==> config.mk <==
export PLATFORM = sky130hd
export DESIGN_NAME = operand_fetch
export DESIGN_NICKNAME = d
export VERILOG_FILES = /design/src/rtl/core_pkg.sv /design/src/rtl/opfetch_scoreboard.sv /design/src/rtl/operand_fetch.sv
export SDC_FILE = /design/constraint.sdc
export NUM_CORES = 1
export LEC_CHECK = 0
export CAP_MARGIN = 5
export CORE_UTILIZATION = 46
export CTS_CLUSTER_SIZE = 10
export DETAILED_ROUTE_END_ITERATION = 6
export PLACE_DENSITY = 0.81
export SLEW_MARGIN = 10
export SYNTH_ARGS = -nofsm -noshare
export SYNTH_HDL_FRONTEND = slang
export SYNTH_SLANG_ARGS = --single-unit
==> constraint.sdc <==
create_clock -name clk -period 4 [get_ports clk]
set_input_delay 0.6 -clock clk [delete_from_list [all_inputs] [get_ports clk]]
set_output_delay 0.6 -clock clk [all_outputs]
set_load 0.01 [all_outputs]
==> src/rtl/core_pkg.sv <==
// Shared core constants: default register-index and operand widths, and register count.
package core_pkg;
    localparam int DEFAULT_ADDR_WIDTH = 5;
    localparam int DEFAULT_DATA_WIDTH = 32;
    localparam int NUM_REGS           = 2 ** DEFAULT_ADDR_WIDTH;

    function automatic int num_regs(input int addr_width);
        return 1 << addr_width;
    endfunction
endpackage

==> src/rtl/opfetch_scoreboard.sv <==
// Busy bit per architectural register: set on issue, cleared by writeback or flush; set wins.
// Updates on the rising edge; register 0 never reads busy.
module opfetch_scoreboard
    import core_pkg::*;
#(
    parameter int ADDR_WIDTH = DEFAULT_ADDR_WIDTH
) (
    input  logic                          clk,
    input  logic                          rst,
    input  logic                          set_en,
    input  logic [ADDR_WIDTH-1:0]         set_idx,
    input  logic                          wb_clr_en,
    input  logic [ADDR_WIDTH-1:0]         wb_clr_idx,
    input  logic                          flush_clr_en,
    input  logic [ADDR_WIDTH-1:0]         flush_clr_idx,
    output logic [(1<<ADDR_WIDTH)-1:0]    busy
);
    localparam int NREGS = num_regs(ADDR_WIDTH);

    logic [NREGS-1:0] busy_nxt;

    always_comb begin
        busy_nxt = busy;
        if (wb_clr_en)
            busy_nxt[wb_clr_idx] = 1'b0;
        if (flush_clr_en)
            busy_nxt[flush_clr_idx] = 1'b0;
        // applied last so a new writer survives a same-cycle clear of its index
        if (set_en)
            busy_nxt[set_idx] = 1'b1;
        busy_nxt[0] = 1'b0;
    end

    always_ff @(posedge clk) begin
        if (rst)
            busy <= '0;
        else
            busy <= busy_nxt;
    end
endmodule

==> src/rtl/operand_fetch.sv <==
// Operand fetch: regfile read + busy-scoreboard hazard stall, 1-cycle latency into the output stage.
// in_ready drops on output backpressure, hazard or flush; OPFETCH_WB_BYPASS_EN forwards wb_data to sources.
module operand_fetch
    import core_pkg::*;
#(
    parameter int ADDR_WIDTH = DEFAULT_ADDR_WIDTH,
    parameter int DATA_WIDTH = DEFAULT_DATA_WIDTH
) (
    input  logic                  clk,
    input  logic                  rst,
    input  logic                  in_valid,
    output logic                  in_ready,
    input  logic [ADDR_WIDTH-1:0] in_rs1,
    input  logic [ADDR_WIDTH-1:0] in_rs2,
    input  logic [ADDR_WIDTH-1:0] in_rd,
    input  logic                  in_rd_wen,
    output logic [ADDR_WIDTH-1:0] raddr1,
    output logic [ADDR_WIDTH-1:0] raddr2,
    output logic                  ren,
    input  logic [DATA_WIDTH-1:0] rdata1,
    input  logic [DATA_WIDTH-1:0] rdata2,
    input  logic                  wb_valid,
    input  logic [ADDR_WIDTH-1:0] wb_rd,
    input  logic [DATA_WIDTH-1:0] wb_data,
    output logic                  out_valid,
    input  logic                  out_ready,
    output logic [DATA_WIDTH-1:0] out_op1,
    output logic [DATA_WIDTH-1:0] out_op2,
    output logic [ADDR_WIDTH-1:0] out_rd,
    output logic                  out_rd_wen,
    input  logic                  flush,
    output logic [31:0]           stall_cnt
);
    localparam int NREGS = num_regs(ADDR_WIDTH);

    logic [NREGS-1:0]      busy;
    logic                  fwd1, fwd2;
    logic                  src1_haz, src2_haz, rd_haz, hazard;
    logic                  accept;
    logic [DATA_WIDTH-1:0] op1_sel, op2_sel;

    assign raddr1 = in_rs1;
    assign raddr2 = in_rs2;
    assign ren    = in_valid;

`ifdef OPFETCH_WB_BYPASS_EN
    assign fwd1 = wb_valid && (wb_rd == in_rs1);
    assign fwd2 = wb_valid && (wb_rd == in_rs2);
`else
    assign fwd1 = 1'b0;
    assign fwd2 = 1'b0;
`endif

    assign src1_haz = (in_rs1 != '0) && busy[in_rs1] && !fwd1;
    assign src2_haz = (in_rs2 != '0) && busy[in_rs2] && !fwd2;
    // a pending writer to rd retiring this cycle frees rd for the new writer
    assign rd_haz   = in_rd_wen && (in_rd != '0) && busy[in_rd] &&
                      !(wb_valid && (wb_rd == in_rd));
    assign hazard   = src1_haz || src2_haz || rd_haz;

    assign in_ready = !rst && (!out_valid || out_ready) && !hazard && !flush;
    assign accept   = in_valid && in_ready;

    assign op1_sel = (in_rs1 == '0) ? '0 : (fwd1 ? wb_data : rdata1);
    assign op2_sel = (in_rs2 == '0) ? '0 : (fwd2 ? wb_data : rdata2);

    opfetch_scoreboard #(
        .ADDR_WIDTH (ADDR_WIDTH)
    ) u_scoreboard (
        .clk           (clk),
        .rst           (rst),
        .set_en        (accept && in_rd_wen),
        .set_idx       (in_rd),
        .wb_clr_en     (wb_valid),
        .wb_clr_idx    (wb_rd),
        .flush_clr_en  (flush && out_valid && out_rd_wen),
        .flush_clr_idx (out_rd),
        .busy          (busy)
    );

    always_ff @(posedge clk) begin
        if (rst) begin
            out_valid  <= 1'b0;
            out_op1    <= '0;
            out_op2    <= '0;
            out_rd     <= '0;
            out_rd_wen <= 1'b0;
        end else if (flush) begin
            out_valid <= 1'b0;
        end else if (accept) begin
            out_valid  <= 1'b1;
            out_op1    <= op1_sel;
            out_op2    <= op2_sel;
            out_rd     <= in_rd;
            out_rd_wen <= in_rd_wen;
        end else if (out_ready) begin
            out_valid <= 1'b0;
        end
    end

    always_ff @(posedge clk) begin
        if (rst)
            stall_cnt <= '0;
        else if (in_valid && hazard)
            stall_cnt <= stall_cnt + 32'd1;
    end
endmodule

==> results.py, run 1 <==
metrics = {
    "grt": {
        "global_route_wire_length_before_repair_um": 34780,
        "grt_max_degree": 129,
        "overflow": 0,
        "track_usage_pct": 27.67,
        "grt_pass1_vias": 6670,
        "grt_antenna_before_repair": 0,
    },
    "synthesis": {
        "ys_dominant_reg_cell": "sky130_fd_sc_hd__dfxtp_1",
        "synth.area.top_cells": "sky130_fd_sc_hd__dfxtp_1, sky130_fd_sc_hd__nand3_1, sky130_fd_sc_hd__nand2b_1",
        "post_synth_inst_count": 798,
        "netlist-cell-type-count": 55,
        "synth-warning-count": 0,
        "synth_enable_flop_cells": 0,
        "synth-async-reset-ratio_pct": 0,
        "yosysTopAreaCell": "sky130_fd_sc_hd__dfxtp_1",
        "synth_area_sq_um": 7019,
        "post-synth-top-area-fraction_pct": 38.22,
        "yosysSeqAreaShare_pct": 38.22,
        "synth_nets": 922,
        "synth.avg_cell_area_sq_um": 8.796,
        "ys_ff_latch": 134,
    },
    "detailed_routing": {
        "route.antenna.remaining_nets": 0,
        "post-route-drc-count": 15,
        "detailed_route_wl_um": 21960,
        "detail_route.wl_per_cell_um": 18.44,
        "vias": 7243,
        "drt-initial-drc-count": 835,
        "first_pass_iteration_count_of_the_detailed_router": 7,
        "post_drt_via_cell_ratio": 6.081,
    },
    "timing": {
        "setup_total_negative_slack_ns": 0,
        "final.setup.worst_slack_ns": 0.1801,
        "max_clock_freq_mhz": 261.8,
        "setup_repair_after_global_routing_missed_its_margin": "false",
        "clock_skew_ns": 0.009270,
        "final.period_utilization_pct": 95.50,
        "hold_violations": 0,
        "timing.slew.headroom_pct": 52.44,
        "tightest_slew_ns": 0.7133,
        "period_minus_slack_ns": 3.820,
        "final-max-slew-violation-count": 0,
        "final-setup-viol-count": 0,
    },
    "cts": {
        "clock_tree_from_tritoncts": "done",
        "cts-htree-levels": 4,
        "cts_buffers": 17,
        "clockBufferDepth": 2,
        "clkSlewWorstSetupHoldPaths_ns": 0.06,
        "root_buffer": "sky130_fd_sc_hd__clkbuf_16",
        "number_of_sinks_on_the_clock_net": 134,
        "ctsHoldBuffers": 0,
        "clock_latency_ns": 0.42,
    },
    "die": {
        "die_h_um": 125.5,
        "design.core.area_sq_um": 14700,
        "floorplan.io_pins": 238,
        "dieArea_sq_um": 15760,
        "num_rows": 44,
        "floorplan.die.width_um": 125.5,
        "initial_core_util_pct": 47.75,
    },
    "place": {
        "pre_cts_ws_ns": -0.2746,
        "io_buffer_count": 205,
        "routabilityCongestion": 0.8996,
        "dpl.cell_count": 1158,
        "hpwlAfterDp_um": 14390,
    },
    "run": {
        "cap_viol_max_count": 0,
    },
    "final_layout": {
        "design.final.nets": 1118,
        "postLayoutCoreUtil_pct": 67.08,
        "final_cell_count_no_fill": 1191,
        "diode_count": 0,
        "area.growth.synth_to_final_pct": 40.46,
        "layout-drive-gt1-share_pct": 11.92,
    },
    "worst_setup_path": {
        "cp.arrival_ns": 3.22,
        "crit_type": "in -> out",
        "cp-start-kind": "input pin",
        "setup.worst_path.end_class": "output port",
        "required_time_of_the_worst_setup_path_ns": 3.40,
        "worst-path-max-fanout": 6,
    },
    "hold_path": {
        "timing.hold.worst.class": "reg -> reg",
    },
    "power_and_ir_drop": {
        "worst_ir_drop_vdd_uv": 278.7,
        "total_power_mw": 3.256,
        "static-leakage-power_nw": 3.318,
        "pwr_density_cell_nw_per_um2": 330.3,
    },
    "outcome": {
        "run_status": "finished, violations left",
        "failed_checks": "DRC",
    },
}
## timing repair
action,4_1_cts,5_1_grt
endpoints found under the setup margin,1,0
resized for setup,4,0
buffers inserted,1,0
## report_power, final
part	switching, mW	leakage (nW)	internal (mW)
registers	0.0135	1.08	1.35
clock network	0.604	0.279	0.910
logic	0.181	1.96	0.195
## cell families (layout without fill, tap and decap cells)
kind of cell    after synthesis  in the layout  synth area share [%]
buf+inv                      86            295                 6.221
mux                          38             38                 8.182
compound gates              207            207                 18.34
fa+ha+maj                     1              1                0.1782
simple gates                327            327                 28.24
flops                       134            134                 38.22
xor+xnor                      5              5                0.6239
## synthesized netlist by cell type (all sizes together) (4+ instances only)
cell,n
mux2i,18
buf,31
nor4,6
xor2,4
a21oi,33
and3,6
mux2,5
or3b,6
nor2b,41
inv,9
o31ai,24
nand4,8
o221ai,31
o21ai,103
mux4,15
nand3b,15
or3,11
dfxtp,134
nand3,92
or4,23
nand2b,67
nor2,21
nor3,4
nand2,11
and4,5
clkbuf,46
## layout make-up
type | count | area (sq um)
clock buffers | 18 | 429.2
clock inverters | 14 | 136.4
fillers | 1226 | 4840
inverters | 9 | 33.78
multi-input cells | 578 | 3921
flip-flops and latches | 134 | 2683
well taps | 184 | 230.2
repair buffers | 254 | 2426
## stage by stage
stage | instance area, sq um | hold WS [ns]
finish | 9859 | 0.4606
global route | 9859 | 0.4836
CTS | 9859 | 0.4658
detailed placement | 9284 | 0.4556
global placement | 9284 | 0.4506
floorplan | 7019 | 0.4862
## final timing paths
| path | startpoint | cells after the start | slack (ns) | end |
|---|---|---|---|---|
| setup / recovery | in_rs2[2] | 9 | 0.18 | in_ready |
| hold / removal | out_op2[28]$_SDFFE_PP0P_ | 2 | 0.46 | out_op2[28]$_SDFFE_PP0P_ |
| setup reg to reg | u_scoreboard.busy[16]$_SDFF_PP0_ | 9 | 0.88 | u_scoreboard.busy[15]$_SDFF_PP0_ |
| hold reg to reg | out_op2[28]$_SDFFE_PP0P_ | 2 | 0.46 | out_op2[28]$_SDFFE_PP0P_ |
## worst max-delay path: stages
cell and delay, ns:
sky130_fd_sc_hd__clkdlybuf4s50_1 0.62, sky130_fd_sc_hd__mux4_2 0.35, sky130_fd_sc_hd__a221oi_1 0.35, sky130_fd_sc_hd__a31oi_1 0.07, sky130_fd_sc_hd__or3_4 0.36, sky130_fd_sc_hd__a211oi_4 0.24, sky130_fd_sc_hd__nor4b_2 0.22, sky130_fd_sc_hd__buf_4 0.15
sky130_fd_sc_hd__dlygate4sd2_1 0.25
## sequential cells by signal, indices dropped and copies added (netlist names)
| register | flops |
|---|---|
| out_op1 | 32 |
| stall_cnt | 32 |
| out_op2 | 32 |
| out_valid | 1 |
| out_rd_wen | 1 |
| u_scoreboard.busy | 31 |
| out_rd | 5 |
## layer usage
| metal | vias to the layer above | track usage (%) | wire (um) |
|---|---|---|---|
| li1 | 3358 | - | - |
| met1 | 3428 | 34.54 | 8969 |
| met2 | 398 | 45.72 | 10630 |
| met3 | 59 | 6.376 | 1740 |
| met4 | 0 | 11.84 | 626 |
| met5 | - | 0 | 0 |
## cells in the final DEF, fill, tap and decap left out, types with 5 or more instances in the layout
cell type,Yosys,layout
sky130_fd_sc_hd__buf_4,16,49
sky130_fd_sc_hd__a21oi_1,33,31
sky130_fd_sc_hd__nand4_1,7,7
sky130_fd_sc_hd__and3_1,6,6
sky130_fd_sc_hd__o221ai_1,31,31
sky130_fd_sc_hd__clkinv_2,0,7
sky130_fd_sc_hd__nand2_1,11,11
sky130_fd_sc_hd__clkdlybuf4s50_1,0,201
sky130_fd_sc_hd__or4_1,23,23
sky130_fd_sc_hd__and4_1,5,5
sky130_fd_sc_hd__nand3b_1,14,14
sky130_fd_sc_hd__o21ai_1,41,41
sky130_fd_sc_hd__o31ai_1,24,24
sky130_fd_sc_hd__mux2i_1,18,18
sky130_fd_sc_hd__dfxtp_1,134,134
sky130_fd_sc_hd__mux4_2,15,15
sky130_fd_sc_hd__clkbuf_16,0,17
sky130_fd_sc_hd__o21ai_0,62,62
sky130_fd_sc_hd__nor2b_1,41,41
sky130_fd_sc_hd__or3b_2,6,6
sky130_fd_sc_hd__inv_1,9,9
sky130_fd_sc_hd__nand2b_1,67,67
sky130_fd_sc_hd__mux2_2,5,5
sky130_fd_sc_hd__or3_1,10,10
sky130_fd_sc_hd__nor4_1,6,6
sky130_fd_sc_hd__nand3_1,91,91
sky130_fd_sc_hd__nor2_1,21,21
Power figures use the tool's default switching activity.
==> inputs of run 2 (changes only) <==
ABC_AREA = 1   (was unset)
CORE_UTILIZATION = 48   (was 46)
PLACE_DENSITY = 0.82   (was 0.81)
==> run 2 against run 1 <==
The flow still finishes with violations (DRC). First-iteration DRC count shrank 12%. Sequential power is essentially flat. Register-to-register slack gained 0.51 ns. Clock power grew 17%. Die area grew 4.1%. Design area grew 3.6%. Total power grew 8.1%. Area after synthesis grew 8.7%. Critical path depth grew 4. Synthesized cell count grew 43%. Critical path type unchanged. Largest cell class unchanged.
==> results.py, run 2 <==
metrics = {
    "outcome": {
        "run_status": "finished, violations left",
        "failed_checks": "DRC",
    },
    "place": {
        "placement.cell_area_sq_um": 9553,
        "dpl.cell_count": 1489,
        "pre_cts_ws_ns": 0.3929,
        "routabilityCongestion": 0.9669,
        "hpwlAfterDp_um": 17310,
        "io_buffer_count": 205,
    },
    "power_and_ir_drop": {
        "static-leakage-power_nw": 3.598,
        "pwr_density_cell_nw_per_um2": 344.5,
        "worst_ir_drop_vdd_uv": 287.9,
        "total_power_mw": 3.520,
    },
    "die": {
        "num_rows": 45,
        "design.core.area_sq_um": 15370,
        "floorplan.die.width_um": 128.1,
        "floorplan.io_pins": 238,
        "die_h_um": 128.1,
        "initial_core_util_pct": 49.63,
        "dieArea_sq_um": 16400,
    },
    "timing": {
        "final.setup.worst_slack_ns": 0.3598,
        "setup_repair_after_global_routing_missed_its_margin": "false",
        "clock_skew_ns": 0.01102,
        "max_clock_freq_mhz": 274.7,
        "period_minus_slack_ns": 3.640,
        "final.period_utilization_pct": 91.01,
        "timing.slew.headroom_pct": 38.92,
        "hold_violations": 0,
        "setup_total_negative_slack_ns": 0,
        "final-setup-viol-count": 0,
        "tightest_slew_ns": 0.9151,
        "final-max-slew-violation-count": 0,
    },
    "synthesis": {
        "synth-async-reset-ratio_pct": 0,
        "post_synth_inst_count": 1141,
        "synth_nets": 1265,
        "ys_dominant_reg_cell": "sky130_fd_sc_hd__dfxtp_1",
        "post-synth-top-area-fraction_pct": 35.16,
        "yosysSeqAreaShare_pct": 35.16,
        "synth.avg_cell_area_sq_um": 6.686,
        "synth_area_sq_um": 7629,
        "synth.most_common_cell": "sky130_fd_sc_hd__nand2_1",
        "yosysTopAreaCell": "sky130_fd_sc_hd__dfxtp_1",
        "netlist-cell-type-count": 32,
        "synth_enable_flop_cells": 0,
        "ys_ff_latch": 134,
        "synth_commonest_cells": "sky130_fd_sc_hd__nand2_1, sky130_fd_sc_hd__dfxtp_1, sky130_fd_sc_hd__a21oi_1",
        "synth.area.top_cells": "sky130_fd_sc_hd__dfxtp_1, sky130_fd_sc_hd__nand2_1, sky130_fd_sc_hd__a21oi_1",
        "synth-warning-count": 0,
    },
    "cts": {
        "clock_tree_from_tritoncts": "done",
        "clockBufferDepth": 2,
        "cts-htree-levels": 4,
        "post_cts.repair.setup_buffers": 0,
        "cts-resized-gates": 0,
        "clkSlewWorstSetupHoldPaths_ns": 0.06,
        "ctsHoldBuffers": 0,
        "number_of_sinks_on_the_clock_net": 134,
        "root_buffer": "sky130_fd_sc_hd__clkbuf_16",
        "clock_latency_ns": 0.41,
        "cts_buffers": 17,
    },
    "worst_setup_path": {
        "critical_path.max_stage_delay_ns": 0.70,
        "crit_type": "in -> out",
        "path_common_cell": "sky130_fd_sc_hd__nand2_1",
        "setup.worst_path.end_class": "output port",
        "worst-r2r-cell-count": 15,
        "cp.arrival_ns": 3.04,
        "cp-start-kind": "input pin",
        "critical_path.cell_chain": "clkdlybuf4s50_1, buf_4, nor2_1, nand2_1, nand3_1, nand2_1, nand2_1, nor2_1, nand2_1, nand2_1, nand3_2, nor2_4, clkdlybuf4s50_1",
        "worst_path_max_delay_cell": "sky130_fd_sc_hd__clkdlybuf4s50_1",
        "worst-path-max-fanout": 9,
        "required_time_of_the_worst_setup_path_ns": 3.40,
    },
    "final_layout": {
        "final_common_cell": "sky130_fd_sc_hd__nand2_1",
        "final_cell_mix": "sky130_fd_sc_hd__nand2_1, sky130_fd_sc_hd__clkdlybuf4s50_1, sky130_fd_sc_hd__dfxtp_1",
        "final_cell_count_no_fill": 1521,
        "diode_count": 0,
        "area.growth.synth_to_final_pct": 33.95,
        "layout-drive-gt1-share_pct": 4.504,
        "reg_top3": "out_op1 (32), out_op2 (32), stall_cnt (32)",
        "finalInstanceArea_sq_um": 10220,
        "design.final.nets": 1421,
        "final.fill_count": 1352,
    },
    "grt": {
        "grt_antenna_before_repair": 0,
        "grt_pass1_vias": 7756,
        "global_route_wire_length_before_repair_um": 38990,
        "grt_max_degree": 72,
        "overflow": 0,
        "track_usage_pct": 29.70,
    },
    "detailed_routing": {
        "vias": 8593,
        "route.antenna.remaining_nets": 0,
        "first_pass_iteration_count_of_the_detailed_router": 7,
        "post-route-drc-count": 1,
        "drt-initial-drc-count": 734,
        "post_drt_via_cell_ratio": 5.650,
        "detail_route.wl_per_cell_um": 16.27,
        "detailed_route_wl_um": 24750,
    },
    "hold_path": {
        "hold_depth": 2,
        "timing.hold.worst.class": "reg -> reg",
    },
    "run": {
        "cap_viol_max_count": 0,
    },
}
==> run 2: changes by cell type after synthesis, moves of 41 or more <==
| cell | previous run | this run |
|---|---|---|
| sky130_fd_sc_hd__nand2_1 | 11 | 321 |
| sky130_fd_sc_hd__a21oi_1 | 33 | 131 |
| sky130_fd_sc_hd__nand4_1 | 7 | 102 |
| sky130_fd_sc_hd__inv_1 | 9 | 93 |
| sky130_fd_sc_hd__nand2b_1 | 67 | 0 |
| sky130_fd_sc_hd__o21ai_0 | 62 | 5 |
| sky130_fd_sc_hd__nor2_1 | 21 | 68 |
| sky130_fd_sc_hd__nor2b_1 | 41 | 0 |
==> run 2: through the flow <==
step                util (%)  hold WS, ns
finish                 66.48       0.4620
CTS                    66.48       0.4634
detailed placement     62.15       0.4545
global route           66.48       0.4770
floorplan                  -       0.4702
global placement       62.15       0.4504
==> run 2: worst max-delay path, delay by kind of cell <==
kind	cells	cell delay, ns
AND/OR/NAND/NOR	10	0.92
buffers and inverters	3	1.52
==> run 2: final timing paths <==
path,from,to,slack [ns]
min,out_op1[7]$_SDFFE_PP0P_,out_op1[7]$_SDFFE_PP0P_,0.46
max,in_rd[1],in_ready,0.36
min reg2reg,out_op1[7]$_SDFFE_PP0P_,out_op1[7]$_SDFFE_PP0P_,0.46
max reg2reg,u_scoreboard.busy[18]$_SDFF_PP0_,u_scoreboard.busy[12]$_SDFF_PP0_,1.39
==> run 2: area by class of cell <==
class	instances	area [sq um]	area share, %
Sequential cell	134	2683	26.25
Multi-Input combinational cell	821	4033	39.46
Timing Repair Buffer	224	2202	21.55
Clock inverter	10	191.4	1.873
Inverter	99	371.6	3.637
Tap cell	211	264.0	2.584
Clock buffer	22	474.2	4.641
==> run 2: layer usage <==
| metal | global-route usage [%] | vias to the layer above | part of all wire, % |
|---|---|---|---|
| met5 | 0 | - | 0 |
| met4 | 11.63 | 0 | 2.9 |
| met3 | 8.765 | 66 | 11 |
| met2 | 47.44 | 484 | 46 |
| met1 | 37.62 | 3888 | 40 |
| li1 | - | 4155 | - |
==> run 2: logic make-up (layout without fill, tap and decap cells) <==
family	Yosys count	in the layout	share of synthesized area, %
DFF	134	134	35.16
AOI/OAI and AO/OA	175	175	13.22
buffers and inverters	186	355	11.97
adders and majority gates	1	1	0.1640
xor gates and xnor gates	31	31	3.559
and+or+nand+nor	614	614	35.92
==> run 2: power by group <==
group | switching, mW | internal, mW | total [mW]
clock | 0.597 | 1.16 | 1.76
sequential | 0.0128 | 1.35 | 1.36
combinational | 0.229 | 0.167 | 0.396
